<file path="src/rtl/sha_stream_arbiter.sv">
`default_nettype none
// ============================================================================
// Module      : sha_stream_arbiter
// Description : Packet-atomic round-robin arbiter sharing one sha224/sha256
//               byte-stream hash core between NREQ requesters. The arbiter
//               locks onto one requester from its first accepted byte until
//               its tlast byte, then re-arbitrates. One registered output
//               stage drives the hash core input.
// Ports       : clk, rstn           clock, asynchronous active-low reset
//               s_tvalid/s_tready   per-requester byte handshake
//               s_tlast/s_tid/...   per-requester last flag, id, byte
//               m_tvalid/m_tready   hash-core byte handshake
//               m_tlast/m_tid/...   hash-core last flag, id, byte
//               m_tsrc              requester index of the current m_* beat
//               busy                high while locked to a requester
// Revision    : 1.0 - initial release
// ============================================================================
module sha_stream_arbiter #(
    parameter  int NREQ = 4,
    parameter  int IDW  = 32,
    localparam int SW   = $clog2(NREQ)
) (
    input  logic                clk,
    input  logic                rstn,
    input  logic [NREQ-1:0]     s_tvalid,
    output logic [NREQ-1:0]     s_tready,
    input  logic [NREQ-1:0]     s_tlast,
    input  logic [NREQ*IDW-1:0] s_tid,
    input  logic [NREQ*8-1:0]   s_tdata,
    output logic                m_tvalid,
    input  logic                m_tready,
    output logic                m_tlast,
    output logic [IDW-1:0]      m_tid,
    output logic [7:0]          m_tdata,
    output logic [SW-1:0]       m_tsrc,
    output logic                busy
);

    typedef enum logic [0:0] {
        ST_IDLE = 1'b0,
        ST_BUSY = 1'b1
    } state_t;

    state_t          state_q, state_d;
    logic [SW-1:0]   gnt_q, gnt_d;
    logic [SW-1:0]   last_q, last_d;
    logic            m_tvalid_q, m_tvalid_d;
    logic            m_tlast_q, m_tlast_d;
    logic [IDW-1:0]  m_tid_q, m_tid_d;
    logic [7:0]      m_tdata_q, m_tdata_d;
    logic [SW-1:0]   m_tsrc_q, m_tsrc_d;

    // Round-robin search: first requesting index strictly after the last grant.
    logic            win_found;
    logic [SW-1:0]   win_idx;
    logic [SW-1:0]   cand;

    always_comb begin
        win_found = 1'b0;
        win_idx   = '0;
        cand      = '0;
        for (int k = 1; k <= NREQ; k++) begin
            cand = SW'((int'(last_q) + k) % NREQ);
            if (!win_found && s_tvalid[cand]) begin
                win_found = 1'b1;
                win_idx   = cand;
            end
        end
    end

    // Lanes of the locked requester.
    logic            sel_tvalid;
    logic            sel_tlast;
    logic [7:0]      sel_tdata;
    logic [IDW-1:0]  sel_tid;
    logic            slot_free;
    logic            accept;

    assign sel_tvalid = s_tvalid[gnt_q];
    assign sel_tlast  = s_tlast[gnt_q];
    assign sel_tdata  = s_tdata[int'(gnt_q)*8 +: 8];
    assign sel_tid    = s_tid[int'(gnt_q)*IDW +: IDW];

    // The output register can take a new byte when empty or draining this cycle.
    assign slot_free  = ~m_tvalid_q | m_tready;

    always_comb begin
        state_d    = state_q;
        gnt_d      = gnt_q;
        last_d     = last_q;
        m_tvalid_d = m_tvalid_q;
        m_tlast_d  = m_tlast_q;
        m_tid_d    = m_tid_q;
        m_tdata_d  = m_tdata_q;
        m_tsrc_d   = m_tsrc_q;
        s_tready   = '0;
        accept     = 1'b0;

        case (state_q)
            ST_IDLE: begin
                if (win_found) begin
                    state_d = ST_BUSY;
                    gnt_d   = win_idx;
                    last_d  = win_idx;
                end
            end
            ST_BUSY: begin
                s_tready[gnt_q] = slot_free;
                accept          = sel_tvalid & slot_free;
                // Lock is held through gaps; only an accepted tlast releases it.
                if (accept && sel_tlast) begin
                    state_d = ST_IDLE;
                end
            end
            default: begin
                state_d = ST_IDLE;
            end
        endcase

        // The output stage keeps draining in IDLE so the tlast beat can leave.
        if (accept) begin
            m_tvalid_d = 1'b1;
            m_tlast_d  = sel_tlast;
            m_tid_d    = sel_tid;
            m_tdata_d  = sel_tdata;
            m_tsrc_d   = gnt_q;
        end else if (m_tready) begin
            m_tvalid_d = 1'b0;
        end
    end

    always_ff @(posedge clk or negedge rstn) begin
        if (!rstn) begin
            state_q    <= ST_IDLE;
            gnt_q      <= '0;
            last_q     <= SW'(NREQ - 1);
            m_tvalid_q <= 1'b0;
            m_tlast_q  <= 1'b0;
            m_tid_q    <= '0;
            m_tdata_q  <= '0;
            m_tsrc_q   <= '0;
        end else begin
            state_q    <= state_d;
            gnt_q      <= gnt_d;
            last_q     <= last_d;
            m_tvalid_q <= m_tvalid_d;
            m_tlast_q  <= m_tlast_d;
            m_tid_q    <= m_tid_d;
            m_tdata_q  <= m_tdata_d;
            m_tsrc_q   <= m_tsrc_d;
        end
    end

    assign m_tvalid = m_tvalid_q;
    assign m_tlast  = m_tlast_q;
    assign m_tid    = m_tid_q;
    assign m_tdata  = m_tdata_q;
    assign m_tsrc   = m_tsrc_q;
    assign busy     = (state_q == ST_BUSY);

endmodule
`default_nettype wire
</file>
<file path="config.mk">
export PLATFORM = sky130hd
export DESIGN_NAME = sha_stream_arbiter
export DESIGN_NICKNAME = d
export VERILOG_FILES = /design/src/rtl/sha_stream_arbiter.sv
export SDC_FILE = /design/constraint.sdc
export NUM_CORES = 1
export LEC_CHECK = 0
export CAP_MARGIN = 20
export CORE_AREA = 2 2 84 86
export CTS_BUF_LIST = sky130_fd_sc_hd__clkbuf_4
export CTS_CLUSTER_SIZE = 25
export DETAILED_ROUTE_END_ITERATION = 10
export DIE_AREA = 0 0 86 88
export DONT_BUFFER_PORTS = 1
export GPL_TIMING_DRIVEN = 0
export PLACE_DENSITY_LB_ADDON = 0.2
export SETUP_SLACK_MARGIN = 0.3
export SYNTH_ARGS = -nofsm -noshare
export SYNTH_HDL_FRONTEND = slang
export SYNTH_SLANG_ARGS = --single-unit
</file>
<file path="constraint.sdc">
create_clock -name clk -period 1.8 [get_ports clk]
set_clock_uncertainty 0.15 [all_clocks]
set_input_delay 0.27 -clock clk [delete_from_list [all_inputs] [get_ports clk]]
set_output_delay 0.27 -clock clk [all_outputs]
set_load 0.03 [all_outputs]
</file>
# Word-level counts from Yosys, hierarchy flattened

Index checks and enable logic that the tools add are counted.

Add/sub/neg operators: 4
$lt $le $gt $ge: 6
Shift operators: 2
Muxes and demuxes: 29
Bitwise logic cells: 5
Reduce and logical (&&, ||, !) cells: 10

Operator list:

| cell                                                                                | count |
|---|---|
| 128-bit by 8-bit variable part select with 32-bit output                            | 1 |
| 32-bit by 6-bit variable part select with 8-bit output                              | 1 |
| 1-bit 2-to-1 mux                                                                    | 16 |
| 2-bit by 3-bit < comparator with 1-bit output, second input constant                | 5 |
| 1-bit binary-select mux with 2-bit select                                           | 6 |
| 2-bit 2-to-1 mux                                                                    | 4 |
| 1-bit logical AND                                                                   | 5 |
| 2-bit by 1-bit adder with 2-bit output, second input constant                       | 2 |
| 2-bit adder, second input constant                                                  | 2 |
| 4-bit AND                                                                           | 1 |
| 4-bit 2-to-1 mux                                                                    | 1 |
| 1-bit logical NOT                                                                   | 3 |
| 1-bit demux with 2-bit select                                                       | 1 |
| 2-bit by 1-bit greater-or-equal comparator with 1-bit output, second input constant | 1 |
| 1-bit inverter                                                                      | 2 |
| 1-bit case mux with 2 select lines                                                  | 1 |
| 2-bit AND reduction                                                                 | 1 |
| 2-bit nonzero test                                                                  | 1 |
| 1-bit AND                                                                           | 1 |
| 1-bit bitwise OR                                                                    | 1 |

Register bits: 49
Input bits: 171
Output and inout bits: 49
Word-level logic and storage cells: 64

# Longest topological paths before layout

Depth after elaboration: 15
Gate-level depth with buffers: 7
Depth with buffers taken out: 4

# Worst setup path before layout

No wires, ideal clock.

Kind: register -> output
Start point: register gnt_q[1]
End point: output port s_tready[2]
Arrival: 1.594 ns
Data required time: 1.380 ns
Slack: -0.214 ns
Stages on the path, launching flop included: 5
Path buffers: 2
Path through: dfrtp_1 buf_6 clkbuf_1 inv_1 nor3_1

Cells in the longest elaborated chain, start to end: 6
Elaborated cells between the ends (all ways): 7
Classes of those cells: order compare: 2; mux: 3; bitwise: 1; reduce/logical: 1

RTL lines:

| what                                                                                                                                                       | line | source |
|---|---|---|
| start: declaration                                                                                                                                         | 45   | `logic [SW-1:0] gnt_q, gnt_d;` |
| start signal: assignment                                                                                                                                   | 144  | `gnt_q <= gnt_d;` |
| 2-bit by 3-bit < comparator with 1-bit output (not written as such) / 2-bit by 1-bit greater-or-equal comparator with 1-bit output (equally long branches) | 108  | `s_tready[gnt_q] = slot_free;` |
| 1-bit logical AND (not written as such)                                                                                                                    | 108  |  |
| 1-bit 2-to-1 mux (not written as such)                                                                                                                     | 108  |  |
| 1-bit demux with 2-bit select (*)                                                                                                                          | 108  |  |
| 4-bit AND (no source line) (*)                                                                                                                             | n/a  |  |
| 4-bit 2-to-1 mux (*)                                                                                                                                       | 99   | `case (state_q)` |
| end: declaration                                                                                                                                           | 26   | `output logic [NREQ-1:0] s_tready,` |

Every way passes the cells marked *; elsewhere a longest branch is shown, timed or not.

# Worst setup path in the final report

Start point: register gnt_q[1]
End point: register m_tid_q[1], in the netlist m_tid[1]

Cells in the longest elaborated chain, start to end: 4
Elaborated cells between the ends (all ways): 5
Classes of those cells: shift: 1; mux: 3; bitwise: 1

RTL lines:

| what                                                                                                             | line | source |
|---|---|---|
| parallel branches: the longest is 4 deep, another holds 128-bit by 8-bit variable part select with 32-bit output | n/a  |  |
| end signal: assignment                                                                                           | 148  | `m_tid_q <= m_tid_d;` |
| end: declaration                                                                                                 | 49   | `logic [IDW-1:0] m_tid_q, m_tid_d;` |

Several ways; the timed one is not identified. The select of a mux whose other input is x is not followed.
A chain may end at the register's enable or synchronous reset.

==> impl_metrics.ini <==
[route]
ant_nets = 0
vias = 1975
firstDrtPassIters = 4
drc = 0
detail_route.vias_per_cell = 6.48
drt_iter0_drc = 29
drt_wl_total_microns = 8290
routedWlPerCell_microns = 27.2

[placement]
dpl.hpwl_microns = 6240
place.gp.congestion = 0.772
place_ws_ns = -0.267
dp_cells = 273
portBuffers = 0

[finish]
drive_gt1_frac = 0.649
area_delta_synth_final_pct = 23.7
layout_commonest_cell = dfrtp_1
final_cell_mix = dfrtp_1 (45), mux4_2 (41), mux2_4 (41), buf_4 (12), buf_6 (9)
fin_util = 0.578
finalNonFillerCells = 305
diodes = 0
nNetsFinal = 395

[flow_run]
cap_viol_max_count = 0

[pwr]
pwr-share-clk = 0.074
pwr-share-comb = 0.562
pwr_density_cell_nw_per_um2 = 2320
p_int_uw = 5220
p_leak_uw = 0.00165
swShare = 0.413
ir_worst_vdd_v = 0.00100
p_sw_uw = 3680
power_uw = 8900
power_frac_seq = 0.364

[cts]
cts-root-buf = clkbuf_4
htree_num_levels = 2
clock_path_buffers = 2
clk_pin_slew_ns = 0.15
cts_inserted_buffers = 5
cts_tree = yes
clkSinkCount = 49
clk_latency_ns = 0.35

[worst_setup_path]
cpMaxStageDelayCell = mux4_2
worstPathArrival_ns = 2.09
r2r-end = m_tid[1]
cp.required_ns = 1.92
crit_path_end = m_tid[1]
startpoint = gnt_q[1]
rrSetupSlack_ns = -0.17
worstReg2RegStart = gnt_q[1]
worstPathCellList = buf_6 -> mux4_2 -> nand3_4 -> buf_12 -> clkbuf_16 -> mux2_4
endpoint_kind = flip-flop
path_class = flip-flop to flip-flop
critPathMaxStageDelay_ns = 0.52
startpoint_type = flip-flop
rr_worst_depth = 6
worstPathMaxFanout = 8

[timing]
worst_pin_slew_ns = 0.417
fin_crit_sh = 1.09
min_period_ns = 1.97
rsz0062_at_grt = yes
final_hold_viol_count = 1
setup_viol = 49
fin_tns_setup_ns = -6.10
slew_violations = 0
max_slew_margin = 0.721
holdWs_ns = -0.0124
setup_slack_ns = -0.169
max_clock_freq_mhz = 508

[floorplan]
rows = 30
die_h_microns = 88
core_sq_um = 6640
die-area_sq_um = 7570
die_w_microns = 86
pin_count = 220
initial_core_util = 0.467

[yosys]
async_reset_ff_frac = 1.00
synth.yosys.warnings = 0
synth_nets = 364
synth-seq-cells = 49
synth-edff-count = 0
netlist-cell-type-count = 35
synth_top_area_frac = 0.379
ys_seq_area_frac = 0.396
synth.area.top_cells = dfrtp_1 (38%), mux4_2 (30%), mux2_4 (9.7%), mux2_2 (5.1%), mux2_1 (2.9%)
yosys.area.top_type = dfrtp_1
ys.flop_type = dfrtp_1
netlist_area_sq_um = 3100
syn_area_per_cell_sq_um = 16.1
synth_cells = 193

[run_status]
status = finished with violations
violations = negative hold slack, negative setup slack

[grt]
first_global_vias = 2178
grt_usage = 0.207
antenna_found_initial = 0
grt_remaining_overflow = 0
grt_pass1_wl_microns = 11900
grt_max_degree = 50

[worst_hold_path]
min_path_type = primary input to flip-flop
min_delay_path_depth = 2
## state kept, by name, indices dropped and copies added, names as in the netlist
name / count
m_tid: 32
m_tdata: 8
gnt_q: 2
last_q: 2
m_tsrc: 2
busy: 1
m_tlast: 1
m_tvalid: 1
## synth_stat cells (2+ instances only)
cell type	count
dfrtp_1	47
mux4_2	41
mux2_4	20
mux2_2	14
mux2_1	8
clkbuf_1	6
nand2_1	5
nor2_1	5
o21ai_0	5
a21oi_1	3
buf_2	3
inv_1	3
nor3_1	3
buf_12	2
buf_4	2
buf_6	2
dfstp_2	2
mux2i_1	2
nand2b_1	2
nor2b_1	2
o21a_1	2
## power groups by stage
stage / clock network (uW) / registers (uW) / logic [uW]
detailed placement: 0 / 3230 / 3830
global placement: 0 / 3210 / 3710
global route: 723 / 3300 / 5330
finish: 655 / 3240 / 5000
floorplan: 0 / 3060 / 3380
CTS: 676 / 3230 / 4620
## worst max-delay path, delay by kind of cell, from the launching register on
family / cells / cell delay (ns)
mux: 2 / 0.81
buf+inv: 3 / 0.42
flops: 1 / 0.36
simple gates: 1 / 0.13
## kinds of logic (layout without fill, tap and decap cells)
kind of cell / Yosys count / in the layout / synth area share
multiplexers: 85 / 85 / 0.481
flip-flops: 49 / 49 / 0.396
AND/OR/NAND/NOR: 24 / 24 / 0.0431
buffers and inverters: 20 / 52 / 0.0468
AO/OA/AOI/OAI: 15 / 15 / 0.0335
## metal layers
| metal | part of all wire | track usage | wire (microns) |
|---|---|---|---|
| met1 | 0.35 | 0.233 | 2940 |
| met2 | 0.55 | 0.381 | 4540 |
| met3 | 0.092 | 0.0697 | 761 |
| met4 | 0.0068 | 0.0476 | 56 |
| met5 | 0 | 0 | 0 |
## what timing repair did
action | in CTS | in global routing
hold endpoints to repair | 53 | 3
buffers inserted | 14 | 3
resized for setup | 34 | 21
cloned | 1 | 2
pin swaps | 4 | 3
hold buffers | 3 | 1
setup endpoints to repair | 53 | 53
## metrics by stage
stage / hold slack, ns / cell area [sq um]
finish: -0.0124 / 3840
floorplan: -0.176 / 3180
detailed placement: -0.174 / 3280
global route: -0.0255 / 3840
CTS: -0.0372 / 3680
global placement: -0.174 / 3280
## worst min-delay path by stage
stage                         from         end  slack (ns)
after detailed placement      rstn  m_tdata[0]       -0.17
final                     m_tready    m_tvalid       -0.01
after global placement        rstn  m_tdata[0]       -0.17
after CTS                 m_tready    m_tvalid       -0.04
after global routing      m_tready    m_tvalid       -0.03
after floorplan               rstn        busy       -0.18
## final cells by class
class,count,area (sq um)
buffer,17,225
sequential,49,1230
clock buffer,6,45.0
clock inverter,2,33.8
timing repair buffer,24,290
fill,516,2810
multi-input combinational,124,1900
tap,80,100
inverter,3,15.0
Note: power is estimated with default switching activity, not from simulation.
